==> src/rtl/occ_lookup_arbiter.sv <==
// Round-robin arbiter sharing one occ-table read port and one OccDecompress
// instance between N_REQ BWT-extension requesters, one request in flight.
module occ_lookup_arbiter #(
  parameter int              N_REQ    = 2,
  parameter int              ADDR_W   = 32,
  parameter longint unsigned OCC_BASE = 0,
  localparam int             IDW      = $clog2(N_REQ)
) (
  input  logic                   clk,
  input  logic                   rst,
  input  logic [N_REQ-1:0]       req_valid,
  input  logic [N_REQ-1:0][39:0] req_pos,
  output logic [N_REQ-1:0]       req_ready,
  output logic                   mem_req,
  output logic [ADDR_W-1:0]      mem_addr,
  input  logic                   mem_gnt,
  input  logic                   mem_rvalid,
  input  logic [255:0]           mem_rdata,
  output logic [255:0]           dec_block,
  output logic [4:0]             dec_i,
  output logic                   dec_start,
  input  logic [3:0][39:0]       dec_val,
  input  logic                   dec_finish,
  input  logic                   dec_busy,
  output logic                   rsp_valid,
  output logic [IDW-1:0]         rsp_id,
  output logic [3:0][39:0]       rsp_occ,
  input  logic                   rsp_ready
);

  typedef enum logic [2:0] {
    S_IDLE,
    S_RD_REQ,
    S_RD_WAIT,
    S_DEC_START,
    S_DEC_WAIT,
    S_RESP
  } state_e;

  state_e state_q, state_d;

  logic [IDW-1:0]    rr_q, rr_d;
  logic [IDW-1:0]    id_q;
  logic [4:0]        pos_lo_q;
  logic [ADDR_W-1:0] addr_q, addr_d;
  logic [255:0]      blk_q;
  logic [4:0]        dec_i_q;
  logic [3:0][39:0]  occ_q;

  logic              win_found;
  logic [IDW-1:0]    win_idx;
  logic [IDW:0]      cand;
  logic              accept;
  logic              capture;

  // First valid requester at or after rr_q, wrapping at N_REQ.
  always_comb begin
    win_found = 1'b0;
    win_idx   = '0;
    cand      = '0;
    for (int k = 0; k < N_REQ; k++) begin
      cand = {1'b0, rr_q} + (IDW+1)'(k);
      if (cand >= (IDW+1)'(N_REQ)) begin
        cand = cand - (IDW+1)'(N_REQ);
      end
      if (!win_found && req_valid[cand[IDW-1:0]]) begin
        win_found = 1'b1;
        win_idx   = cand[IDW-1:0];
      end
    end
  end

  assign accept  = (state_q == S_IDLE) && win_found;
  assign capture = mem_rvalid &&
                   ((state_q == S_RD_WAIT) ||
                    ((state_q == S_RD_REQ) && mem_gnt));

  always_comb begin
    rr_d = rr_q;
    if (accept) begin
      rr_d = (win_idx == IDW'(N_REQ - 1)) ? '0 : win_idx + IDW'(1);
    end
  end

  assign addr_d = ADDR_W'(OCC_BASE) + ADDR_W'(req_pos[win_idx][39:5]);

  always_ff @(posedge clk) begin
    if (rst) begin
      state_q <= S_IDLE;
    end else begin
      state_q <= state_d;
    end
  end

  always_comb begin
    state_d = state_q;
    unique case (state_q)
      S_IDLE: begin
        if (win_found) state_d = S_RD_REQ;
      end
      S_RD_REQ: begin
        if (mem_gnt) begin
          state_d = mem_rvalid ? S_DEC_START : S_RD_WAIT;
        end
      end
      S_RD_WAIT: begin
        if (mem_rvalid) state_d = S_DEC_START;
      end
      S_DEC_START: begin
        if (!dec_busy) state_d = S_DEC_WAIT;
      end
      S_DEC_WAIT: begin
        if (dec_finish) state_d = S_RESP;
      end
      S_RESP: begin
        if (rsp_ready) state_d = S_IDLE;
      end
      default: state_d = S_IDLE;
    endcase
  end

  always_comb begin
    req_ready = '0;
    if (accept) req_ready[win_idx] = 1'b1;
    mem_req   = (state_q == S_RD_REQ);
    dec_start = (state_q == S_DEC_START) && !dec_busy;
    rsp_valid = (state_q == S_RESP);
  end

  always_ff @(posedge clk) begin
    if (rst) begin
      rr_q     <= '0;
      id_q     <= '0;
      pos_lo_q <= '0;
      addr_q   <= '0;
      blk_q    <= '0;
      dec_i_q  <= '0;
      occ_q    <= '0;
    end else begin
      rr_q <= rr_d;
      if (accept) begin
        id_q     <= win_idx;
        pos_lo_q <= req_pos[win_idx][4:0];
        addr_q   <= addr_d;
      end
      if (capture) begin
        blk_q   <= mem_rdata;
        dec_i_q <= pos_lo_q;
      end
      if ((state_q == S_DEC_WAIT) && dec_finish) begin
        occ_q <= dec_val;
      end
    end
  end

  assign mem_addr  = addr_q;
  assign dec_block = blk_q;
  assign dec_i     = dec_i_q;
  assign rsp_id    = id_q;
  assign rsp_occ   = occ_q;

endmodule

==> config.mk <==
export PLATFORM = sky130hd
export DESIGN_NAME = occ_lookup_arbiter
export DESIGN_NICKNAME = d
export VERILOG_FILES = /design/src/rtl/occ_lookup_arbiter.sv
export SDC_FILE = /design/constraint.sdc
export NUM_CORES = 1
export LEC_CHECK = 0
export BUFFER_PORTS_ARGS = -buffer_cell sky130_fd_sc_hd__buf_2
export CAP_MARGIN = 20
export CORE_AREA = 2 2 376 378
export DETAILED_ROUTE_END_ITERATION = 8
export DIE_AREA = 0 0 378 380
export PLACE_DENSITY = 0.41
export SYNTH_ARGS = -nofsm -noshare
export SYNTH_HDL_FRONTEND = slang
export SYNTH_SLANG_ARGS = --single-unit
export TNS_END_PERCENT = 10
==> constraint.sdc <==
create_clock -name clk -period 2.25 [get_ports clk]
set_input_delay 0.1125 -clock clk [delete_from_list [all_inputs] [get_ports clk]]
set_output_delay 0.1125 -clock clk [all_outputs]
set_load 0.01 [all_outputs]
==> qor.csv, run 1 <==
stage;metric;value;unit
outcome;outcome;complete, but fails checks;
outcome;failing checks;design-rule violations;
global_routing;largest net degree at the start of global routing;92;
timing;RSZ-0062 raised after global routing;yes;
cells_and_area;FF+latch area;9270;um^2
global_routing;GRT Residual Overflow;0;
timing;hold slack;0.0984;ns
power_and_ir_drop;VDD IR max;0.517;mV
critical_path;buffers and inverters on the worst path;4;
cells_and_area;NumNets Final;3933;
logic_synthesis;main area contributors after synthesis;dfxtp_1 (58%), nand2_1 (20%), a21oi_1 (13%), clkbuf_1 (2.4%), a222oi_1 (2.3%);
critical_path;critical path launch point type;flop;
critical_path;CP arrival;1.99;ns
floorplanning;Initial Utilization;0.115;
logic_synthesis;mapped cell area;16000;um^2
logic_synthesis;sequential share of the synthesized area;0.579;
floorplanning;IO Pins;964;
power_and_ir_drop;sequential power share;0.373;
timing;clock skew;0.0167;ns
min_path;Hold/Removal Path Class;primary input to flop;
global_routing;first-pass GRT wire length;123;mm
critical_path;Required @ worst endpoint;2.14;ns
power_and_ir_drop;Cell Int Power;17.5;mW
critical_path;logic depth of the worst setup path including buffers;6;
logic_synthesis;Post-Synth Simple-Gate Area;0.216;
clock_network;H-tree depth;2;
timing;Slew headroom;0.652;
critical_path;critical path class;flop to primary output;
critical_path;R2R Setup Slk;0.19;ns
placed_design;Placed Instances;4750;
global_routing;vias in the first global route;19157;
logic_synthesis;YS warnings;0;
drt;via count;19195;
critical_path;critical path capture point type;primary output;
power_and_ir_drop;pwr dens;856;nW/um^2
critical_path;crit-path max FO;20;
critical_path;Max stage delay on crit path;0.29;ns
clock_network;clock slew at reported path FFs;0.06;ns
logic_synthesis;#FFs+latches synth;463;
placed_design;routability cong.;0.860;
logic_synthesis;Synthesized Nets;2512;
drt;Post-Route WL;85.9;mm
logic_synthesis;Synth Area in Adders;0;
clock_network;TritonCTS buffer count;58;
critical_path;Reg2Reg Capture Point;dec_block[205];
min_path;HP Start;mem_rvalid;
logic_synthesis;largest family of logic cells by synthesized area;simple AND/OR/NAND/NOR gates;
timing;Worst Max-Slew Pin Slew;0.522;ns
placed_design;HPWL Detailed;64.1;mm
drt;DRC viols;10;
critical_path;most used cell, CP;buf_4;
clock_network;Worst-Skew Late Latency;0.64;ns
critical_path;Reg-to-Reg Start;state_q[1];
logic_synthesis;post-synthesis cell count;2007;
floorplanning;DIE AREA;144000;um^2
logic_synthesis;Yosys top cell area share;0.579;
job;maxcap violations;0;
timing;post-route setup slack;0.151;ns
cells_and_area;Syn-to-layout area delta;89.0;%
power_and_ir_drop;share of power burned in the clock network;0.361;
timing;final worst path period share;0.933;
drt;final antenna-violating net count;0;
global_routing;initial antenna violation count;25;
drt;number of DRC markers in iteration 0;1016;
timing;setup_tns;0;ns
power_and_ir_drop;Sw Share;0.325;
power_and_ir_drop;total power;25.9;mW
clock_network;clock tree buffer depth;3;
clock_network;clock sink count;463;
timing;Slew Viols, Final;0;
cells_and_area;Finished Layout Cells;5365;
critical_path;delay-heaviest family, CP;buffers and inverters;
drt;per-cell routed wire length;16.0;um
min_path;Min-Delay Path Depth;5;
placed_design;IO Port Bufs;957;
floorplanning;FP Rows;137;
logic_synthesis;Post-Synth XOR/XNOR Area;0;
critical_path;worst-path cell chain;buf_4, nor3_2, buf_4, and3_4, buf_12, buf_6;
timing;Final min period;2.10;ns
floorplanning;chip width;378;um
cells_and_area;share of layout cells above drive strength 1;0.326;
min_path;Hold Crit Endpoint;state_q[1];
timing;Highest Clock Rate;0.476;GHz
critical_path;slowest CP cell;dfxtp_1;
clock_network;CTS tree;built;
drt;DR vias/cell;3.58;
timing;final hold vios;0;
power_and_ir_drop;switching power;8.42;mW
floorplanning;Core Region;139000;um^2
logic_synthesis;leading area contributor after synthesis;dfxtp_1;
global_routing;GRT Total Usage;0.113;
drt;DRT Pass-1 Iters;9;
logic_synthesis;Distinct cells, synth;29;
cells_and_area;area of the multi-input gates;6110;um^2
critical_path;worst r2r path cells;6;
logic_synthesis;Compound-Gate Fraction of Synth Area;0.161;
clock_network;Root Buffer;clkbuf_16;
power_and_ir_drop;cell leakage power;12.9;nW
power_and_ir_drop;Gate power share;0.266;
logic_synthesis;multiplexer area fraction after synthesis;0.000626;
logic_synthesis;Mean Syn Cell Area;7.97;um^2
timing;# setup viols final;0;
cells_and_area;Fillers;15676;
floorplanning;Die Y-Extent;380;um
placed_design;dpl ws;0.178;ns
cell usage after synthesis, drive strengths merged:
master / n
nand2: 843
dfxtp: 463
a21oi: 424
clkbuf: 103
buf: 57
nor2: 43
a222oi: 37
nand2b: 4
nand3: 4
nor3: 4
and3: 3
inv: 3
nor2b: 3
o21ai: 3
a211o: 1
a211oi: 1
a2bb2oi: 1
a31oi: 1
mux2i: 1
nand3b: 1
o211ai: 1
o2bb2ai: 1
o311ai: 1
o31a: 1
or3b: 1
or4: 1
or4b: 1
power groups by stage:
stage	clock network [mW]	logic, mW	registers [mW]
finish	9.33	6.89	9.66
global route	10.0	7.52	9.77
CTS	9.75	6.98	9.65
detailed placement	0	6.12	9.82
global placement	0	6.14	9.79
floorplan	0	2.68	10.2
how the worst max path moves through the flow:
stage / endpoint / slack (ns) / from
after floorplan: mem_addr[17] / 0.64 / state_q[0]
after global placement: dec_block[66] / 0.12 / state_q[1]
after detailed placement: dec_block[62] / 0.18 / state_q[1]
after CTS: req_ready[1] / 0.01 / state_q[0]
after global routing: req_ready[0] / -0.01 / state_q[2]
final: req_ready[0] / 0.15 / state_q[2]
registers in the layout, summed over array words and instances, names as in the netlist:
name       flops
rsp_occ      160
state_q        3
rr_q           1
mem_addr      32
pos_lo_q       5
rsp_id         1
dec_block    256
dec_i          5
cells in the final DEF (no fill, tap or decap), drive strengths merged, types with 2 or more instances in the layout:
cell,synthesis,layout
a21oi,424,424
a222oi,37,37
and3,3,3
buf,57,1027
bufinv,0,2
clkbuf,103,85
clkinv,0,13
clkinvlp,0,5
dfxtp,463,463
diode,0,13
dlygate4sd3,0,493
inv,3,6
nand2,843,843
nand2b,4,4
nand3,4,4
nor2,43,43
nor2b,3,3
nor3,4,4
o21ai,3,3
logic make-up after synthesis:
kind of cell / Yosys count
compound gates: 472
simple gates: 908
flops: 463
mux: 1
buf+inv: 163
stage by stage:
stage                     cell area [um^2]  utilization
after CTS                            30200        0.217
after global placement               23300        0.168
final                                30200        0.217
after global routing                 30200        0.217
after detailed placement             23300        0.168
after floorplan                      16000            -
repair_timing:
action | 4_1_cts | 5_1_grt
cloned | 1 | 0
resized for setup | 6 | 1
hold buffers | 493 | 0
hold endpoints to repair | 455 | 0
buffers inserted | 0 | 0
setup endpoints to repair | 3 | 2
per-layer routing:
metal  vias up  track usage  wire [um]
met5         -      0.00674         82
met4        12       0.0404       2630
met3       127       0.0321       7000
met2       703        0.185      39500
met1      8920        0.140      36800
li1       9433            -          -
worst reg2reg max path: stages, from the launching register on:
cell and delay, ns:
dfxtp_1 0.54, nand2b_1 0.21, a211oi_4 0.39, buf_12 0.30
buf_4 0.34, nand2_1 0.11, a21oi_1 0.12
area by class of cell:
class	count	share of cell area
repair buffers	1521	0.350
flip-flops and latches	463	0.306
multi-input cells	1381	0.202
well taps	1876	0.0776
clock buffers	85	0.0560
clock inverters	23	0.00662
diodes	13	0.00108
inverters	3	0.000372
No activity file was read; power rests on OpenSTA's default activity.
==> run 2, diff against run 1 <==
- ABC_AREA: not set -> 1
- CORE_AREA: 2 2 376 378 -> 2 2 372 374
- DIE_AREA: 0 0 378 380 -> 0 0 374 376
- PLACE_DENSITY: 0.41 -> 0.42
==> run 2 against run 1 <==
Final area grew 1.2%. The flow finishes with violations (negative hold slack). Sequential power rose by 11%. Flip-flop and latch count unchanged. Setup slack got worse by 0.022 ns. Utilization grew 0.66 points.
==> qor.csv, run 2 <==
stage;metric;value;unit
outcome;outcome;complete, but fails checks;
clock_network;clock tree buffer depth;3;
timing;setup_tns;0;ns
logic_synthesis;main area contributors after synthesis;dfxtp_1 (56%), o21ai_0 (13%), nor2_1 (12%), a21oi_1 (6.1%), inv_1 (4.8%);
cells_and_area;most frequent cells in the layout;buf_2 (957), nor2_1 (535), dlygate4sd3_1 (496);
timing;# setup viols final;0;
power_and_ir_drop;cell leakage power;13.8;nW
logic_synthesis;post-synthesis cell count;2168;
logic_synthesis;top cells by count, synth;nor2_1 (537), dfxtp_1 (463), o21ai_0 (422);
logic_synthesis;Synthesized Nets;2673;
timing;Final min period;2.12;ns
logic_synthesis;leading area contributor after synthesis;dfxtp_1;
global_routing;GRT Total Usage;0.115;
logic_synthesis;Yosys top cell area share;0.558;
floorplanning;chip width;374;um
timing;final worst path period share;0.943;
timing;clock skew;0.0218;ns
critical_path;Required @ worst endpoint;2.14;ns
timing;RSZ-0062 raised after global routing;no;
critical_path;CP arrival;2.01;ns
placed_design;routability cong.;0.872;
job;maxcap violations;0;
clock_network;CTS tree;built;
min_path;HP Start;dec_busy;
placed_design;dpl cell area;23600;um^2
critical_path;crit-path max FO;19;
global_routing;initial antenna violation count;11;
critical_path;Reg-to-Reg Start;state_q[0];
clock_network;clock slew at reported path FFs;0.06;ns
timing;hold slack;-0.0203;ns
floorplanning;IO Pins;964;
min_path;Hold/Removal Path Class;primary input to flop;
cells_and_area;most common library cell in the layout ignoring fill and taps;buf_2;
drt;Post-Route WL;85.2;mm
floorplanning;Initial Utilization;0.122;
timing;Highest Clock Rate;0.471;GHz
floorplanning;Die Y-Extent;376;um
clock_network;H-tree depth;2;
placed_design;HPWL Detailed;63.2;mm
floorplanning;DIE AREA;141000;um^2
drt;number of DRC markers in iteration 0;783;
timing;final hold vios;1;
logic_synthesis;most numerous cell in the Yosys netlist;nor2_1;
timing;Worst Max-Slew Pin Slew;0.559;ns
min_path;Min-Delay Path Depth;6;
timing;Slew Viols, Final;0;
min_path;Hold Crit Endpoint;state_q[2];
cells_and_area;NumNets Final;4089;
logic_synthesis;Top FF cell, synth;dfxtp_1;
cells_and_area;design area;30600;um^2
cells_and_area;share of layout cells above drive strength 1;0.309;
outcome;failing checks;negative hold slack;
floorplanning;Core Region;137000;um^2
drt;per-cell routed wire length;15.7;um
clock_network;setup repair bufs after CTS;0;
drt;DR vias/cell;3.57;
critical_path;critical path launch point type;flop;
logic_synthesis;Mean Syn Cell Area;7.67;um^2
logic_synthesis;#FFs+latches synth;463;
logic_synthesis;sequential share of the synthesized area;0.558;
cells_and_area;Syn-to-layout area delta;84.1;%
cells_and_area;max reg flops;256;
critical_path;critical path class;flop to primary output;
floorplanning;FP Rows;136;
logic_synthesis;YS warnings;0;
critical_path;R2R Setup Slk;0.27;ns
logic_synthesis;Distinct cells, synth;17;
drt;DRC viols;0;
power_and_ir_drop;VDD IR max;0.587;mV
drt;DRT Pass-1 Iters;5;
logic_synthesis;mapped cell area;16600;um^2
clock_network;Root Buffer;clkbuf_16;
critical_path;critical path capture point type;primary output;
drt;final antenna-violating net count;0;
global_routing;largest net degree at the start of global routing;117;
clock_network;Worst-Skew Late Latency;0.66;ns
clock_network;clock sink count;463;
logic_synthesis;ys async rst share;0;
critical_path;worst r2r path cells;9;
clock_network;TritonCTS buffer count;58;
power_and_ir_drop;pwr dens;950;nW/um^2
logic_synthesis;Post-synth EDFFs;0;
global_routing;first-pass GRT wire length;123;mm
timing;Slew headroom;0.627;
drt;via count;19403;
global_routing;vias in the first global route;19406;
critical_path;Reg2Reg Capture Point;dec_block[62];
global_routing;GRT Residual Overflow;0;
placed_design;IO Port Bufs;957;
==> run 2: critical path, stage by stage, from the launching register on <==
cell and delay [ns]:
dfxtp_4 0.37, nor2_4 0.16, nand2_1 0.12, inv_1 0.07, nand2_1 0.06, inv_1 0.05
nand2_1 0.06, inv_2 0.11, buf_12 0.19, buf_2 0.16
==> run 2: layer usage <==
metal	GRT usage	wire length (um)	share of wire
met3	0.0344	6280	0.074
met2	0.199	41200	0.48
met5	0	31	0.00036
met1	0.131	34600	0.41
met4	0.0458	3040	0.036
==> run 2: stage by stage <==
| stage | cells | power (mW) | util | hold WS [ns] | setup WS [ns] |
|---|---|---|---|---|---|
| after floorplan | 2168 | 15.1 | - | 0.255 | 0.757 |
| after global placement | 4821 | 19.0 | 0.173 | 0.362 | 0.129 |
| after detailed placement | 4821 | 19.1 | 0.173 | 0.369 | 0.118 |
| after CTS | 5427 | 29.7 | 0.224 | 0.0413 | 0.0262 |
| after global routing | 5431 | 31.0 | 0.224 | 0.0124 | 0.000185 |
| final | 5434 | 29.1 | 0.224 | -0.0203 | 0.129 |
==> run 2: area by class of cell <==
class                   count  area [um^2]
fillers                 15250       106000
repair buffers           1510        10400
flip-flops and latches    463         9280
multi-input cells        1337         5850
well taps                1794         2240
clock buffers              87         1730
inverters                 214          818
clock inverters            21          218
diodes                      8         20.0
==> run 2: how the worst max path moves through the flow <==
stage | startpoint | to | slack [ns] | depth (start not counted)
6_report | state_q[1] | req_ready[0] | 0.13 | 9
5_1_grt | state_q[1] | req_ready[0] | 0.0002 | 9
4_1_cts | state_q[1] | req_ready[0] | 0.03 | 9
3_5_place_dp | state_q[0] | dec_block[141] | 0.12 | 9
3_3_place_gp | state_q[0] | dec_block[141] | 0.13 | 9
2_1_floorplan | state_q[0] | dec_block[100] | 0.76 | 9
==> run 2: where the power goes <==
| part | leakage (nW) | internal (mW) | switching (mW) |
|---|---|---|---|
| clock | 0.954 | 5.46 | 3.99 |
| sequential | 3.77 | 9.87 | 0.827 |
| combinational | 9.05 | 3.67 | 5.25 |
| total | 13.8 | 19.0 | 10.1 |
==> run 2: cells by family after synthesis <==
kind of cell           after synthesis  synth area share
AO/OA/AOI/OAI                      625             0.188
buffers and inverters              368            0.0922
flip-flops                         463             0.558
AND/OR/NAND/NOR                    712             0.162
==> run 2: timing repair <==
item	in CTS	in global routing
cloned	1	0
hold buffers	497	0
endpoints found under the hold margin	461	0
setup endpoints to repair	2	22
pin swaps	0	1
gates resized for setup	3	6
